## src/rtl/shift_sequencer.sv

```systemverilog
// rtl/shift_sequencer.sv - multi-pass 0..7 logical right shift controller for the 4-bit shift_right unit
module shift_sequencer #(
  parameter int WIDTH = 4,
  parameter int AMT_W = 3
) (
  input  logic             clk,
  input  logic             rst,
  input  logic             start_valid,
  output logic             start_ready,
  input  logic [WIDTH-1:0] a_in,
  input  logic [AMT_W-1:0] amt_in,
  output logic [WIDTH-1:0] sh_a,
  output logic [1:0]       sh_b,
  input  logic [WIDTH-1:0] sh_y,
  input  logic             sh_c,
  output logic [WIDTH-1:0] result,
  output logic             N,
  output logic             Z,
  output logic             C,
  output logic             V,
  output logic             busy,
  output logic             done
);

  typedef enum logic [1:0] {
    IDLE  = 2'd0,
    SHIFT = 2'd1,
    DONE  = 2'd2
  } state_t;

  state_t             state, state_nxt;
  logic [WIDTH-1:0]   work;
  logic [AMT_W-1:0]   rem;
  logic               c_acc;
  logic [1:0]         step;
  logic [AMT_W-1:0]   rem_left;
  logic               accept;

  // The shifter handles at most 3 positions per pass.
  assign step     = (rem > AMT_W'(3)) ? 2'd3 : rem[1:0];
  assign rem_left = rem - {{(AMT_W-2){1'b0}}, step};
  assign accept   = start_valid && start_ready && !rst;

  always_comb begin
    state_nxt   = state;
    start_ready = 1'b0;
    busy        = 1'b0;
    done        = 1'b0;
    sh_a        = work;
    sh_b        = 2'd0;
    case (state)
      IDLE: begin
        start_ready = 1'b1;
        if (accept)
          state_nxt = (amt_in == '0) ? DONE : SHIFT;
      end
      SHIFT: begin
        busy = 1'b1;
        sh_b = step;
        if (rem_left == '0)
          state_nxt = DONE;
      end
      DONE: begin
        busy      = 1'b1;
        done      = 1'b1;
        state_nxt = IDLE;
      end
      default: state_nxt = IDLE;
    endcase
  end

  always_ff @(posedge clk) begin
    if (rst) begin
      state  <= IDLE;
      work   <= '0;
      rem    <= '0;
      c_acc  <= 1'b0;
      result <= '0;
      N      <= 1'b0;
      Z      <= 1'b0;
      C      <= 1'b0;
      V      <= 1'b0;
    end else begin
      state <= state_nxt;
      case (state)
        IDLE: begin
          if (accept) begin
            work  <= a_in;
            rem   <= amt_in;
            c_acc <= 1'b0;
          end
        end
        SHIFT: begin
          work  <= sh_y;
          rem   <= rem_left;
          c_acc <= sh_c;
        end
        DONE: begin
          result <= work;
          N      <= work[WIDTH-1];
          Z      <= (work == '0);
          C      <= c_acc;
          V      <= 1'b0;
        end
        default: ;
      endcase
    end
  end

endmodule

```

## config.mk

```make
export PLATFORM = sky130hd
export DESIGN_NAME = shift_sequencer
export DESIGN_NICKNAME = d
export VERILOG_FILES = /design/src/rtl/shift_sequencer.sv
export SDC_FILE = /design/constraint.sdc
export NUM_CORES = 1
export LEC_CHECK = 0
export BUFFER_PORTS_ARGS = -buffer_cell sky130_fd_sc_hd__buf_2
export CAP_MARGIN = 20
export CORE_MARGIN = 5
export CORE_UTILIZATION = 45
export CTS_CLUSTER_DIAMETER = 80
export DETAILED_ROUTE_END_ITERATION = 16
export PLACE_DENSITY = 0.85
export SLEW_MARGIN = 20
export SYNTH_ARGS = -nofsm -noshare
export SYNTH_HDL_FRONTEND = slang
export SYNTH_SLANG_ARGS = --single-unit
export TNS_END_PERCENT = 1
```

## constraint.sdc

```tcl
create_clock -name clk -period 1.6 [get_ports clk]
set_input_delay 0.32 -clock clk [delete_from_list [all_inputs] [get_ports clk]]
set_output_delay 0.32 -clock clk [all_outputs]
set_load 0.01 [all_outputs]
```

Yosys cells after proc, flatten, opt, wreduce, memory -nomap -nowiden --
Index checks and enable logic that the tools add are counted.
Storage, ports and cells: register bits 17, input port bits 15, word-level logic and storage cells 40, output and inout bits 17
Cells by class: muxes and demuxes 15, reductions and logical operators 11, order comparisons 1, add/sub/neg operators 1, equality and inequality tests 4
Operators by type and width (count):
- 2-bit two-way mux | 5
- 4-bit case mux with 2 select lines | 1
- 3-bit logical NOT | 2
- 3-bit case mux with 2 select lines | 1
- 4-bit logical NOT | 1
- 1-bit two-way mux | 4
- 4-bit two-way mux | 1
- 2-bit inequality test, second input constant | 2
- 2-bit case mux with 2 select lines | 1
- 2-bit AND reduction | 2
- 3-bit by 2-bit greater-than comparator with 1-bit output, second input constant | 1
- 3-bit two-way mux | 1
- 3-bit by 2-bit subtractor with 3-bit output | 1
- 2-bit by 1-bit == test with 1-bit output, second input constant | 1
- 2-bit == test, second input constant | 1
- 1-bit logical AND | 2
- 2-bit logical NOT | 1
- 1-bit case mux with 2 select lines | 1
- 2-bit nonzero test | 1
- 2-bit OR reduction | 1
- 1-bit logical NOT | 1

Depth between registers and ports, before layout --
depth after elaboration 6, gate-level depth with buffers 7, depth with buffers taken out 6

Least setup slack after synthesis --
Ideal clock, no wire load.
kind register -> register, start register state[0], end register rem[1], setup slack 0.148 ns, clock period less this slack 1.452 ns, buffers on the path 1, arrival 1.320 ns, stages on the path, launching flop included 7, data required time 1.467 ns, library setup time 0.133 ns, path through dfxtp_1 -> inv_1 -> ha_1 -> mux2_4 -> buf_6 -> nor2_1 -> a211oi_2
Between the ends: word-level cells in the longest chain between the ends 6, elaborated cells between the ends (all ways) 9, classes of those cells 2 x eq/ne; 2 x mux; 5 x reduce/logical
RTL lines:
- start: declaration | RTL line 31 | state_t state, state_nxt;
- start signal: assignment | RTL line 84 | state <= state_nxt;
- 2-bit logical NOT | RTL line 51 | case (state)
- 1-bit two-way mux | RTL line 51
- via start_ready | RTL line 9 | output logic start_ready,
- 1-bit logical AND (2 in series) | RTL line 42 | assign accept = start_valid && start_ready && !rst;
- 2-bit inequality test (no source line)
- 2-bit AND reduction (no source line)
- end signal: assignment | RTL line 89 | rem <= amt_in;
- end signal: assignment | RTL line 95 | rem <= rem_left;
- end: declaration | RTL line 33 | logic [AMT_W-1:0] rem;
The timed path passes the listed nets, and every way through them passes these cells. A chain may end at the register's enable or synchronous reset.

Final worst setup path --
start register state[0], end output port busy
Between the ends: word-level cells in the longest chain between the ends 3, elaborated cells between the ends (all ways) 4, classes of those cells 2 x eq/ne; 1 x mux; 1 x reduce/logical
RTL lines:
- 2-bit by 1-bit == test with 1-bit output / 2-bit == test (equally long branches) | RTL line 51
- 2-bit OR reduction (no source line) (*)
- 1-bit two-way mux (*) | RTL line 51
- end: declaration | RTL line 21 | output logic busy,
Mark *: on every way between the ends. The rest lies on a longest branch, timed or not.

==> metrics list <==
* FF+latch count, synth: 16
* Arrival @ worst endpoint: 1.21 ns
- DIE WIDTH: 53.8 µm
- Of the total power, registers draw 0.442.
- Row generation in the floorplan step produced 15 rows.
- Maximum clock rate: 0.652 GHz
- Between clock sinks in the finished design, the worst skew comes to 0.00162 ns.
- Setup tns final: 0 ns
- Minimum period implied by the final worst setup slack: 1.53 ns
* Synthesized area: 862 µm²
- Tcrit/Tclk final: 0.959
- The detailed router put a total of 851 µm of wire on met1.
- The design draws 1060 µW.
* Post-placement worst setup slack: 0.0221 ns
* Startpoint type of the worst setup path: flop
- Logic pwr share: 0.305
- Most area-consuming cells after synthesis: sky130_fd_sc_hd__dfxtp_1 (37%), sky130_fd_sc_hd__mux2i_1 (13%), sky130_fd_sc_hd__a211oi_2 (7.3%), sky130_fd_sc_hd__nor2_1 (6.5%), sky130_fd_sc_hd__ha_1 (5.8%)
- The wire-length estimate of the detail-placed layout is 1.56 mm.
* Cell type contributing the most total cell area after synthesis: sky130_fd_sc_hd__dfxtp_1
- Class of the tightest hold or removal check: primary input to flop
- The die covers 2890 µm².
- Clock root buffer: sky130_fd_sc_hd__clkbuf_4
- The flow ran to the end, and the final reports show no timing, DRC or antenna violations.
- The count of pins over their slew limit came to 0.
* Area share of the largest cell type after synthesis: 0.372
* Worst supply voltage drop on vdd: 0.563 mV
- Yosys mapped the design onto 28 distinct sky130hd cell types.
- The cell count after synthesis came out at 91.
- Detailed routing placed a total of 120 µm of wire on met3.
- Wire length on met2: 986 µm
- The share of total power dissipated in the clock network is 0.254.
* Total internal power: 724 µW
- Yosys synthesis warning count: 0
- Register clock-pin slew on the reported worst setup and hold paths: 0.10 ns
- Placeable core region: 1780 µm²
- Tightest hold margin: 0.295 ns
* Count of routing violations after the opening detailed-route iteration: 12
* Post-synthesis net count: 110
* Slack of the critical path: 0.0656 ns
- Wire per inst: 13.9 µm
- For this run, the post-layout net count is 141.
- Clock latency on the worst-skew pair, taken at its later pin, is 0.28 ns.
- DRC violations left: 0
- Switching Fraction: 0.317
* Required time worst endpoint: 1.28 ns
- In this run the count of I/O pins placed on the die edge is 32.
- Each instance of the synthesized netlist takes up on average 9.47 µm².
- Crit. Startpoint: state[0]
* Top metal layer carrying routed signals: met4
* Layout cell share with drive strength beyond 1: 0.446
- Final number of setup-violating endpoints: 0
- The library cell used most frequently in the layout, excluding fill and tap cells, is sky130_fd_sc_hd__buf_2.
- The number of hold violations in the final report was 0.
* Origin of the worst min-delay path: sh_c
- The initial utilization of the core area, before any placement, comes to 0.484.
- Summed over all cells, the static leakage comes to 0.000481 µW.
* Largest net degree at the start of global routing: 17
- In the global route stage, overall resource usage came out at 0.162.
- Total number of clock tree sinks: 16
- DRT antenna net count: 0
- The tool flagged a number of max-cap violations equal to 0.
- Count of antenna diodes in the layout: 0
* DR vias/cell: 5.14
- Commonest cells after routing, fill and taps aside: sky130_fd_sc_hd__buf_2 (30), sky130_fd_sc_hd__nor2_1 (15), sky130_fd_sc_hd__dfxtp_1 (13)
* Clock H-tree levels: 1
* Crit path capture type: primary output
- Clock tree from TritonCTS: yes
* Critical path class: flop to primary output
- Post-synthesis to final-layout area growth: 25.0%
* CTS max path bufs: 2
- Number of vias after detailed routing: 751
- Inserted Clock Buffers: 3
- Global route total overflow: 0
- Along the worst path, the maximum fanout reaches 3.
- Power density over the cells: 984 nW/µm²
- The initial antenna violation count was 0.
* R2R Path Start: rem[2]
- Of the synthesized area, sequential elements account for 0.372.
- Switching component of the power: 336 µW
* Overall die height: 53.8 µm
* Routability congestion estimate: 0.792
- Wirelength, routed: 2.04 mm
- Global-route wire length before repair: 3.33 mm
- Final core utilization: 0.604
- Number of global-route vias before repair: 757
- Buffers added on ports: 30
* Number of optimization iterations in the first detailed-route pass: 4
==> stage by stage <==
| step | cells | cell area, µm² |
|---|---|---|
| 5_1_grt | 146 | 1080 |
| 6_report | 146 | 1080 |
| 2_1_floorplan | 91 | 862 |
| 3_5_place_dp | 142 | 1020 |
| 4_1_cts | 146 | 1070 |
| 3_3_place_gp | 142 | 1020 |
==> synthesized netlist by cell type (all sizes together) <==
cell / n
o31ai: 1
ha: 4
nor2b: 1
nor4: 1
a211oi: 5
a32oi: 1
a21oi: 4
o21ai: 4
or3b: 1
o21a: 2
conb: 1
nand2b: 4
mux2i: 11
nor2: 15
a311oi: 1
mux2: 2
nor3: 1
clkbuf: 2
buf: 6
nand2: 2
nand3b: 1
a21o: 1
inv: 4
dfxtp: 16
==> flip-flops by register name, indices dropped and copies added, names as in the netlist <==
signal and flops:
rem 3, Z 1, c_acc 1, sh_a 4, C 1, state 2
result 4
==> final cells by class <==
| cell class | instances | area, µm² |
|---|---|---|
| multi-input cells | 63 | 490 |
| clock buffers | 4 | 36.3 |
| flip-flops and latches | 16 | 324 |
| fillers | 160 | 706 |
| repair buffers | 34 | 180 |
| well taps | 25 | 31.3 |
| inverters | 4 | 15.0 |
==> cell families (layout without fill, tap and decap cells) <==
group                      count (synthesis)  after routing  share of synthesized area
and+or+nand+nor                           26             26                      0.145
DFF                                       16             16                      0.372
muxes                                     13             13                      0.158
adders and majority gates                  4              4                     0.0581
buffers and inverters                     12             42                     0.0813
other                                      1              1                    0.00435
AOI/OAI and AO/OA                         19             19                      0.181
==> power by group through the flow <==
| stage | registers [µW] | logic, µW | clock network (µW) |
|---|---|---|---|
| finish | 468 | 323 | 269 |
| global route | 475 | 358 | 296 |
| CTS | 466 | 320 | 273 |
| detailed placement | 474 | 311 | 0 |
| global placement | 472 | 297 | 0 |
| floorplan | 476 | 218 | 0 |
==> metal layers <==
metal / GRT usage / vias to the layer above
li1: - / 371
met1: 0.191 / 346
met2: 0.242 / 26
met3: 0.0637 / 8
met4: 0.106 / 0
met5: 0 / -
==> worst max-delay path: stages (launching register included) <==
cell and delay (ns):
sky130_fd_sc_hd__dfxtp_1 0.39, sky130_fd_sc_hd__inv_1 0.10, sky130_fd_sc_hd__ha_2 0.32, sky130_fd_sc_hd__buf_2 0.12
==> worst paths after layout <==
kind                                  to  cells after the start  slack, ns
worst max-delay path                busy                      3       0.07
worst min-delay path               c_acc                      3       0.30
worst max register to register  state[0]                      6       0.09
worst min register to register         C                      2       0.49
==> repair_timing <==
| action | 4_1_cts | 5_1_grt |
|---|---|---|
| resized for setup | 2 | 6 |
| setup endpoints to repair | 2 | 8 |
| gates cloned | 0 | 0 |
| hold buffers | 0 | 0 |
| setup buffers | 0 | 0 |
| pin swaps | 0 | 0 |
No activity file was read; power rests on OpenSTA's default activity.
